**config.mk**
```make
export PLATFORM = sky130hd
export DESIGN_NAME = bioz_iq_demod
export DESIGN_NICKNAME = d
export VERILOG_FILES = /design/src/rtl/bioz_iq_demod.sv
export SDC_FILE = /design/constraint.sdc
export NUM_CORES = 1
export LEC_CHECK = 0
export ABC_AREA = 1
export CAP_MARGIN = 20
export CORE_ASPECT_RATIO = 1.2
export CORE_MARGIN = 2
export CORE_UTILIZATION = 30
export DETAILED_ROUTE_END_ITERATION = 12
export PLACE_DENSITY = 0.55
export SLEW_MARGIN = 25
export SYNTH_ARGS = -nofsm -noshare
export SYNTH_HDL_FRONTEND = slang
export SYNTH_SLANG_ARGS = --single-unit
```
**constraint.sdc**
```tcl
create_clock -name Clk -period 8.7 [get_ports Clk]
set_clock_uncertainty 0.1 [all_clocks]
set_input_delay 1.74 -clock Clk [delete_from_list [all_inputs] [get_ports Clk]]
set_output_delay 1.74 -clock Clk [all_outputs]
set_load 0.02 [all_outputs]
```
**src/rtl/bioz_iq_demod.sv**
```systemverilog
// Synchronous I/Q correlator for bio-impedance: multiplies ADC samples by the +/-1 reference
// phases over a window of 2^PeriodSel reference periods and reports the two saturated sums.
module bioz_iq_demod (
    input  logic        Clk,
    input  logic        Resetn,
    input  logic        Enable,
    input  logic        Start,
    input  logic        Continuous,
    input  logic [2:0]  PeriodSel,
    input  logic        IP,
    input  logic        QP,
    input  logic        SampleValid,
    input  logic [15:0] SampleData,
    output logic [23:0] IOut,
    output logic [23:0] QOut,
    output logic [15:0] SampleCount,
    output logic        OutValid,
    output logic        Ovf,
    output logic        Busy
);

    typedef enum logic [1:0] {
        S_IDLE  = 2'd0,
        S_ARM   = 2'd1,
        S_ACCUM = 2'd2
    } state_t;

    // Returns {overflowed, acc +/- smp clamped to the 24-bit signed range}.
    function automatic logic [24:0] sat_acc(input logic [23:0] acc,
                                            input logic [15:0] smp,
                                            input logic        add);
        logic [24:0] a;
        logic [24:0] s;
        logic [24:0] sum;
        a   = {acc[23], acc};
        s   = {{9{smp[15]}}, smp};
        sum = add ? (a + s) : (a - s);
        if (sum[24] != sum[23]) begin
            return {1'b1, sum[24], {23{~sum[24]}}};
        end
        return {1'b0, sum[23:0]};
    endfunction

    state_t      state_q, state_d;
    logic        ip_meta_q, ip_meta_d;
    logic        ip_sync_q, ip_sync_d;
    logic        ip_prev_q, ip_prev_d;
    logic        qp_meta_q, qp_meta_d;
    logic        qp_sync_q, qp_sync_d;
    logic [23:0] acc_i_q, acc_i_d;
    logic [23:0] acc_q_q, acc_q_d;
    logic [15:0] samp_cnt_q, samp_cnt_d;
    logic [7:0]  per_cnt_q, per_cnt_d;
    logic        win_ovf_q, win_ovf_d;
    logic [23:0] i_out_q, i_out_d;
    logic [23:0] q_out_q, q_out_d;
    logic [15:0] cnt_out_q, cnt_out_d;
    logic        ovf_out_q, ovf_out_d;
    logic        out_vld_q, out_vld_d;
    logic        busy_q, busy_d;

    logic        ref_edge;
    logic [24:0] i_run, q_run, i_first, q_first;
    logic [23:0] first_i, first_q;
    logic [15:0] first_cnt, cnt_inc;
    logic        first_ovf;
    logic [7:0]  per_cnt_inc, n_per;

    assign ref_edge = ip_sync_q & ~ip_prev_q;

    always_comb begin
        ip_meta_d = IP;
        ip_sync_d = ip_meta_q;
        ip_prev_d = ip_sync_q;
        qp_meta_d = QP;
        qp_sync_d = qp_meta_q;

        i_run   = sat_acc(acc_i_q, SampleData, ip_sync_q);
        q_run   = sat_acc(acc_q_q, SampleData, qp_sync_q);
        i_first = sat_acc(24'd0, SampleData, ip_sync_q);
        q_first = sat_acc(24'd0, SampleData, qp_sync_q);

        // Values a window starts with: the sample on the opening edge is its first sample.
        first_i   = SampleValid ? i_first[23:0] : 24'd0;
        first_q   = SampleValid ? q_first[23:0] : 24'd0;
        first_cnt = SampleValid ? 16'd1 : 16'd0;
        first_ovf = SampleValid & (i_first[24] | q_first[24]);

        cnt_inc     = (samp_cnt_q == 16'hFFFF) ? samp_cnt_q : samp_cnt_q + 16'd1;
        per_cnt_inc = per_cnt_q + 8'd1;
        n_per       = 8'd1 << PeriodSel;

        state_d    = state_q;
        acc_i_d    = acc_i_q;
        acc_q_d    = acc_q_q;
        samp_cnt_d = samp_cnt_q;
        per_cnt_d  = per_cnt_q;
        win_ovf_d  = win_ovf_q;
        i_out_d    = i_out_q;
        q_out_d    = q_out_q;
        cnt_out_d  = cnt_out_q;
        ovf_out_d  = ovf_out_q;
        out_vld_d  = 1'b0;

        if (!Enable) begin
            state_d    = S_IDLE;
            acc_i_d    = 24'd0;
            acc_q_d    = 24'd0;
            samp_cnt_d = 16'd0;
            per_cnt_d  = 8'd0;
            win_ovf_d  = 1'b0;
        end else begin
            case (state_q)
                S_IDLE: begin
                    if (Start || Continuous) begin
                        state_d = S_ARM;
                    end
                end
                S_ARM: begin
                    if (ref_edge) begin
                        state_d    = S_ACCUM;
                        acc_i_d    = first_i;
                        acc_q_d    = first_q;
                        samp_cnt_d = first_cnt;
                        per_cnt_d  = 8'd0;
                        win_ovf_d  = first_ovf;
                    end
                end
                S_ACCUM: begin
                    if (ref_edge && (per_cnt_inc == n_per)) begin
                        // Report excludes the closing-cycle sample; it belongs to the next window.
                        i_out_d   = acc_i_q;
                        q_out_d   = acc_q_q;
                        cnt_out_d = samp_cnt_q;
                        ovf_out_d = win_ovf_q;
                        out_vld_d = 1'b1;
                        if (Continuous) begin
                            acc_i_d    = first_i;
                            acc_q_d    = first_q;
                            samp_cnt_d = first_cnt;
                            per_cnt_d  = 8'd0;
                            win_ovf_d  = first_ovf;
                        end else begin
                            state_d    = S_IDLE;
                            acc_i_d    = 24'd0;
                            acc_q_d    = 24'd0;
                            samp_cnt_d = 16'd0;
                            per_cnt_d  = 8'd0;
                            win_ovf_d  = 1'b0;
                        end
                    end else begin
                        if (ref_edge) begin
                            per_cnt_d = per_cnt_inc;
                        end
                        if (SampleValid) begin
                            acc_i_d    = i_run[23:0];
                            acc_q_d    = q_run[23:0];
                            samp_cnt_d = cnt_inc;
                            win_ovf_d  = win_ovf_q | i_run[24] | q_run[24];
                        end
                    end
                end
                default: begin
                    state_d    = S_IDLE;
                    acc_i_d    = 24'd0;
                    acc_q_d    = 24'd0;
                    samp_cnt_d = 16'd0;
                    per_cnt_d  = 8'd0;
                    win_ovf_d  = 1'b0;
                end
            endcase
        end

        busy_d = (state_d != S_IDLE);
    end

    always_ff @(posedge Clk or negedge Resetn) begin
        if (!Resetn) begin
            state_q    <= S_IDLE;
            ip_meta_q  <= 1'b0;
            ip_sync_q  <= 1'b0;
            ip_prev_q  <= 1'b0;
            qp_meta_q  <= 1'b0;
            qp_sync_q  <= 1'b0;
            acc_i_q    <= 24'd0;
            acc_q_q    <= 24'd0;
            samp_cnt_q <= 16'd0;
            per_cnt_q  <= 8'd0;
            win_ovf_q  <= 1'b0;
            i_out_q    <= 24'd0;
            q_out_q    <= 24'd0;
            cnt_out_q  <= 16'd0;
            ovf_out_q  <= 1'b0;
            out_vld_q  <= 1'b0;
            busy_q     <= 1'b0;
        end else begin
            state_q    <= state_d;
            ip_meta_q  <= ip_meta_d;
            ip_sync_q  <= ip_sync_d;
            ip_prev_q  <= ip_prev_d;
            qp_meta_q  <= qp_meta_d;
            qp_sync_q  <= qp_sync_d;
            acc_i_q    <= acc_i_d;
            acc_q_q    <= acc_q_d;
            samp_cnt_q <= samp_cnt_d;
            per_cnt_q  <= per_cnt_d;
            win_ovf_q  <= win_ovf_d;
            i_out_q    <= i_out_d;
            q_out_q    <= q_out_d;
            cnt_out_q  <= cnt_out_d;
            ovf_out_q  <= ovf_out_d;
            out_vld_q  <= out_vld_d;
            busy_q     <= busy_d;
        end
    end

    assign IOut        = i_out_q;
    assign QOut        = q_out_q;
    assign SampleCount = cnt_out_q;
    assign Ovf         = ovf_out_q;
    assign OutValid    = out_vld_q;
    assign Busy        = busy_q;

endmodule

```
# --- Word level (Yosys, flattened, before mapping) ---
# Cells that the tools add are included.
word_totals:
  register_bits: 147
  inputBits: 27
classes:
  add_sub_neg: 7
  n_eq_ne: 13
  shift: 1
  n_mux: 58
  bitwise: 10
  n_reduce_logical: 8
ops:
  columns: ["cell", "count"]
  rows:
  - ["25-bit 2-to-1 mux", 12]
  - ["24-bit 2-to-1 mux", 12]
  - ["24-bit case mux with 3 select lines", 2]
  - ["16-bit 2-to-1 mux", 5]
  - ["24-bit by 16-bit adder with 25-bit output", 2]
  - ["24-bit by 16-bit subtractor with 25-bit output", 2]
  - ["16-bit case mux with 3 select lines", 1]
  - ["8-bit 2-to-1 mux", 4]
  - ["8-bit case mux with 3 select lines", 1]
  - ["1-bit by 16-bit subtractor with 17-bit output (first input constant)", 1]
  - ["16-bit by 1-bit adder with 16-bit output (second input constant)", 1]
  - ["16-bit == test (second input constant)", 1]
  - ["1-bit 2-to-1 mux", 14]
  - ["4-bit inequality test (second input constant)", 3]
  - ["2-bit 2-to-1 mux", 5]
  - ["3-bit AND reduction", 3]
  - ["8-bit by 1-bit adder with 8-bit output (second input constant)", 1]
  - ["8-bit == test", 1]
  - ["1-bit by 3-bit << shifter with 8-bit output (first input constant)", 1]
  - ["2-bit case mux with 3 select lines", 1]
  - ["1-bit NOT", 5]
  - ["1-bit inequality test", 4]
  - ["4-bit AND reduction", 1]
  - ["3-bit inequality test (second input constant)", 1]
  - ["other kinds (10)", 13]

# --- Depth between registers and ports, before layout ---
logic_depth:
  depth_word: 11
  ltp_mapped: 29

# --- Least setup slack after synthesis ---
# No wires, ideal clock.
synth_path:
  path_kind: "input -> register"
  start: "input SampleData[0]"
  end: "register acc_q_q[19]"
  setup_ps: 117
  arrival_time_ps: 4396
  path_slack_ps: 4087
  cell_stages: 25
  n_path_buf: 1
  path_cell_list: "inv_1 -> ha_1 -> nand2_1 -> nor2_2 -> nand3_1 -> o21ai_0 -> nand2_1 -> o21ai_0 -> ha_1 -> nand2_1 -> inv_1 -> nand2_1 -> and2_1 -> nand2_1 -> nand2_1 -> nand2_1 -> nor2_1 -> nand3_1 -> nand2_1 -> nand3_2 -> buf_6 -> nand3_1 -> nand2_1 -> nand2_1 -> nand2_1"
synth_between:
  elab_chain_cells: 10
  word_cells_on_any_way: 22
synth_rtl:
  columns: ["element", "line", "text"]
  rows:
  - ["start, declared", "13", "input logic [15:0] SampleData,"]
  - ["1-bit by 16-bit subtractor with 17-bit output", "37", "sum = add ? (a + s) : (a - s);"]
  - ["25-bit 2-to-1 mux", "37", null]
  - ["1-bit inequality test / 1-bit NOT (equally long branches)", "38, 39", null]
  - ["1-bit 2-to-1 mux / 25-bit 2-to-1 mux (equally long branches)", "38", "if (sum[24] != sum[23]) begin"]
  - ["25-bit 2-to-1 mux", "41", "return {1'b0, sum[23:0]};"]
  - ["24-bit 2-to-1 mux", "85", "first_q = SampleValid ? q_first[23:0] : 24'd0;"]
  - ["24-bit 2-to-1 mux", "137", "if (Continuous) begin"]
  - ["24-bit 2-to-1 mux", "130", "if (ref_edge && (per_cnt_inc == n_per)) begin"]
  - ["24-bit case mux with 3 select lines *", "113", "case (state_q)"]
  - ["24-bit 2-to-1 mux *", "105", "if (!Enable) begin"]
  - ["end signal, assigned", "204", "acc_q_q <= acc_q_d;"]
  - ["end, declared", "51", "logic [23:0] acc_q_q, acc_q_d;"]
# Every way passes the cells marked *; elsewhere a longest branch is shown, timed or not. The select of a mux whose other input is x is not followed.
# A chain may end at the register's enable or synchronous reset.

# --- Worst setup path in the final report ---
layout_path:
  start: "input SampleData[0]"
  end: "register acc_q_q[11]"
# The elaborated chain is that of the path after synthesis.

==> summary.md <==
| Metric | Value |
|---|---|
| Post-Synthesis Cell Area | `11700 sq um` |
| Cell breakdown of the critical path | `clkdlybuf4s50_1 -> inv_1 -> nand2_1 -> nor2_1 -> nand3_1 -> xnor2_1 -> o21ai_0 -> ha_1 -> nand2_1 -> inv_1 -> a21oi_1 -> nand2_1 -> nand2_1 -> inv_1 -> nor2_1 -> nand3_1 -> nand2_1 -> nand3_2 -> nand3_1 -> nand2_1 -> nand2_1 -> nand2_1` |
| Area Growth Syn to Fin | `16.3%` |
| Mean number of vias per cell | `4.85` |
| Crit path DAT | `6080 ps` |
| Crit path capture type | `register` |
| Port bufs | `93` |
| Tcrit/Tclk final | `67.1%` |
| Initial core utilization | `30.3%` |
| Final TNS setup | `0 ps` |
| Total track usage | `19.6%` |
| Fin Hold WS | `254 ps` |
| Leak Pwr | `7.26 nW` |
| Worst hold path cell count | `0` |
| Latest clock arrival within the worst-skew pair | `450 ps` |
| CTS buffer count | `17` |
| Peak supply drop | `0.142 mV` |
| Rows | `79` |
| Max_cap viols | `0` |
| Final setup viols | `0` |
| Resized Gates After CTS | `0` |
| R2r worst-path depth | `20` |
| Crit path depth | `22` |
| Endpoints failing hold | `0` |
| Core Box Area | `38700 sq um` |
| Clock share of power | `42.6%` |
| Register area share after synthesis | `31.3%` |
| Worst slew margin | `34.2%` |
| Post-CTS Setup Bufs | `0` |
| DRC viols | `0` |
| Wirelength, routed | `38800 um` |
| Max frequency | `171 MHz` |
| Chip width | `185 um` |
| ANT nets after route | `0` |
| TritonRoute pass-1 iters | `5` |
| Post-CTS Hold Buffers | `0` |
| H-Tree Level Count | `4` |
| Comb pwr share | `19.9%` |
| CP required | `8940 ps` |
| Worst setup SP type | `primary input` |
| Antenna Cells | `0` |
| Post-layout nets | `1982` |
| Slowest stage delay, CP | `540 ps` |
| Synth Register Bits | `147` |
| Switch Pwr | `0.617 mW` |
| Hpwl dp | `28500 um` |
| CTS root buf | `clkbuf_16` |
| Grt total ovfl | `0` |
| Vias | `11.8k` |
| Antenna violations before repair | `1` |
| CTS tree | `built` |
| Synth warn | `0` |
| Commonest non-fill, non-tap cell in the layout | `nand2_1` |
| Die height | `221 um` |
| Clk sinks | `147` |
| CP max-delay cell | `clkdlybuf4s50_1` |
| Post-Syn Nets | `1921` |
| Unrepaired setup endpoints after global routing | `no` |
| I/O pins | `94` |
| Distinct cells, synth | `39` |
| Commonest cells after routing, fill and taps aside | `783 x nand2_1, 183 x nand3_1, 169 x inv_1, 147 x dfrtp_1, 101 x nor2_1` |
| Worst Path Max Fanout | `19` |
| Sw Ratio | `32.9%` |
| # fillers | `4304` |
| Vias in the first global route | `11.5k` |
| WL per Instance | `16.0 um` |
| Power per cell area | `137 nW/um^2` |
| Die area | `40800 sq um` |
| Syn Area/Cell | `6.41 sq um` |
| Reg power frac | `37.5%` |
| First-pass GRT wire length | `61800 um` |
| Clk buf depth | `2` |
| Slew Limit Fails | `0` |
| Fin crit period | `5830 ps` |
| Internal power | `1.26 mW` |
| Post-Synthesis Cells | `1833` |
| RePlAce Congestion | `1.00` |
| Largest net degree at the start of global routing | `93` |
| Outcome | `finished clean` |
| Layout cell share with drive strength beyond 1 | `3.78%` |
| Crit path buffers/inverters | `4` |
| Worst hold path type | `register to register` |
| CP top delay family | `simple AND/OR/NAND/NOR gates` |
| DRT iter0 DRCs | `652` |
| Kind of critical path | `primary input to register` |
| Worst-margin pin slew | `985 ps` |
| Crit-path most repeated cell | `nand2_1` |
| Clk slew on worst S/H paths | `70 ps` |
[cell type report]
cell class	instances	area, sq um	area share (%)
clock buffers	18	429	3.14
clock inverters	13	175	1.28
inverters	176	661	4.83
multi-input cells	1450	7070	51.7
flip-flops and latches	147	3680	26.9
well taps	526	658	4.82
repair buffers	102	1000	7.31
[metrics by stage]
stage	std cells	worst slack [ps]	power [mW]	cell area, sq um	utilization, %
3_3_place_gp	2401	2380	1.09	13100	33.7
4_1_cts	2432	2650	1.90	13700	35.3
6_report	2432	2870	1.88	13700	35.3
3_5_place_dp	2401	2170	1.09	13100	33.7
2_1_floorplan	1833	4090	0.969	11700	-
5_1_grt	2432	2400	1.97	13700	35.3
[routing by layer]
metal / wire, um / part of all wire [%] / GRT usage, % / vias up
li1: - / - / - / 5982
met1: 17200 / 44 / 24.4 / 5438
met2: 18800 / 48 / 33.9 / 298
met3: 1520 / 3.9 / 3.09 / 66
met4: 1320 / 3.4 / 7.75 / 2
met5: 13 / 0.033 / 0 / -
[power groups by stage]
stage	combinational, mW	clock (mW)	sequential, mW
2_1_floorplan	0.257	0	0.713
3_3_place_gp	0.370	0	0.716
3_5_place_dp	0.370	0	0.717
4_1_cts	0.372	0.822	0.703
5_1_grt	0.419	0.842	0.705
6_report	0.373	0.798	0.704
[worst register-to-register path: stages (launching register included)]
cell	delay, ps
dfrtp_1	860
inv_2	320
nor2_1	460
inv_2	110
nand2_2	150
inv_1	60
ha_1	340
nand2_1	170
inv_1	80
nand2_1	70
nand2_1	60
a21oi_1	180
nand2_1	80
nor2_1	100
nand3_1	130
nand2_1	130
nand3_2	490
nand3_1	280
nand2_1	80
nand2_1	60
nand2_1	60
[cell families (layout without fill, tap and decap cells)]
family | count (synthesis) | count (layout) | share of synthesized area (%)
xor gates and xnor gates | 50 | 50 | 3.73
buffers and inverters | 236 | 309 | 8.66
adders and majority gates | 61 | 61 | 6.62
AOI/OAI and AO/OA | 168 | 168 | 7.59
DFF | 147 | 147 | 31.3
and+or+nand+nor | 1171 | 1171 | 42.1
[synthesized netlist by cell type, drive strengths merged]
master   count  area share, %
o2111ai      1          0.075
nand2      791             26
o21bai      11           0.70
o21a         1          0.064
buf         32            2.1
nand4       35            1.9
ha          59            6.3
a21oi       58            2.5
xor2        32            2.4
nor3b        1           0.16
dfrtp      147             31
o22ai        5           0.27
a32o         1          0.085
nand3b       7           0.45
nor2       107            3.7
xnor2       18            1.3
clkbuf      28           0.91
a21boi       1          0.064
nand3      189            8.3
nor3        19           0.81
nor4         2           0.11
or2          3           0.16
o21ai       87            3.7
fa           2           0.34
and2        17           0.91
inv        176            5.6
a31oi        3           0.16
[sequential cells by signal, indices dropped and copies added, names as in the netlist, 2 cells and up]
register,count
acc_q_q,24
samp_cnt_q,16
state_q,2
per_cnt_q,8
acc_i_q,24
SampleCount,16
IOut,24
QOut,24
[final timing paths]
kind / from / endpoint / slack, ps
max: SampleData[0] / acc_q_q[11] / 2870
max reg2reg: ip_prev_d / acc_i_q[12] / 4240
max in group asynchronous: Resetn / acc_i_q[0] / 5860
min reg2reg: ip_meta_q / ip_prev_d / 250
min in group asynchronous: Resetn / QOut[4] / 1300
min: ip_meta_q / ip_prev_d / 250
No activity file was read; power rests on OpenSTA's default activity.
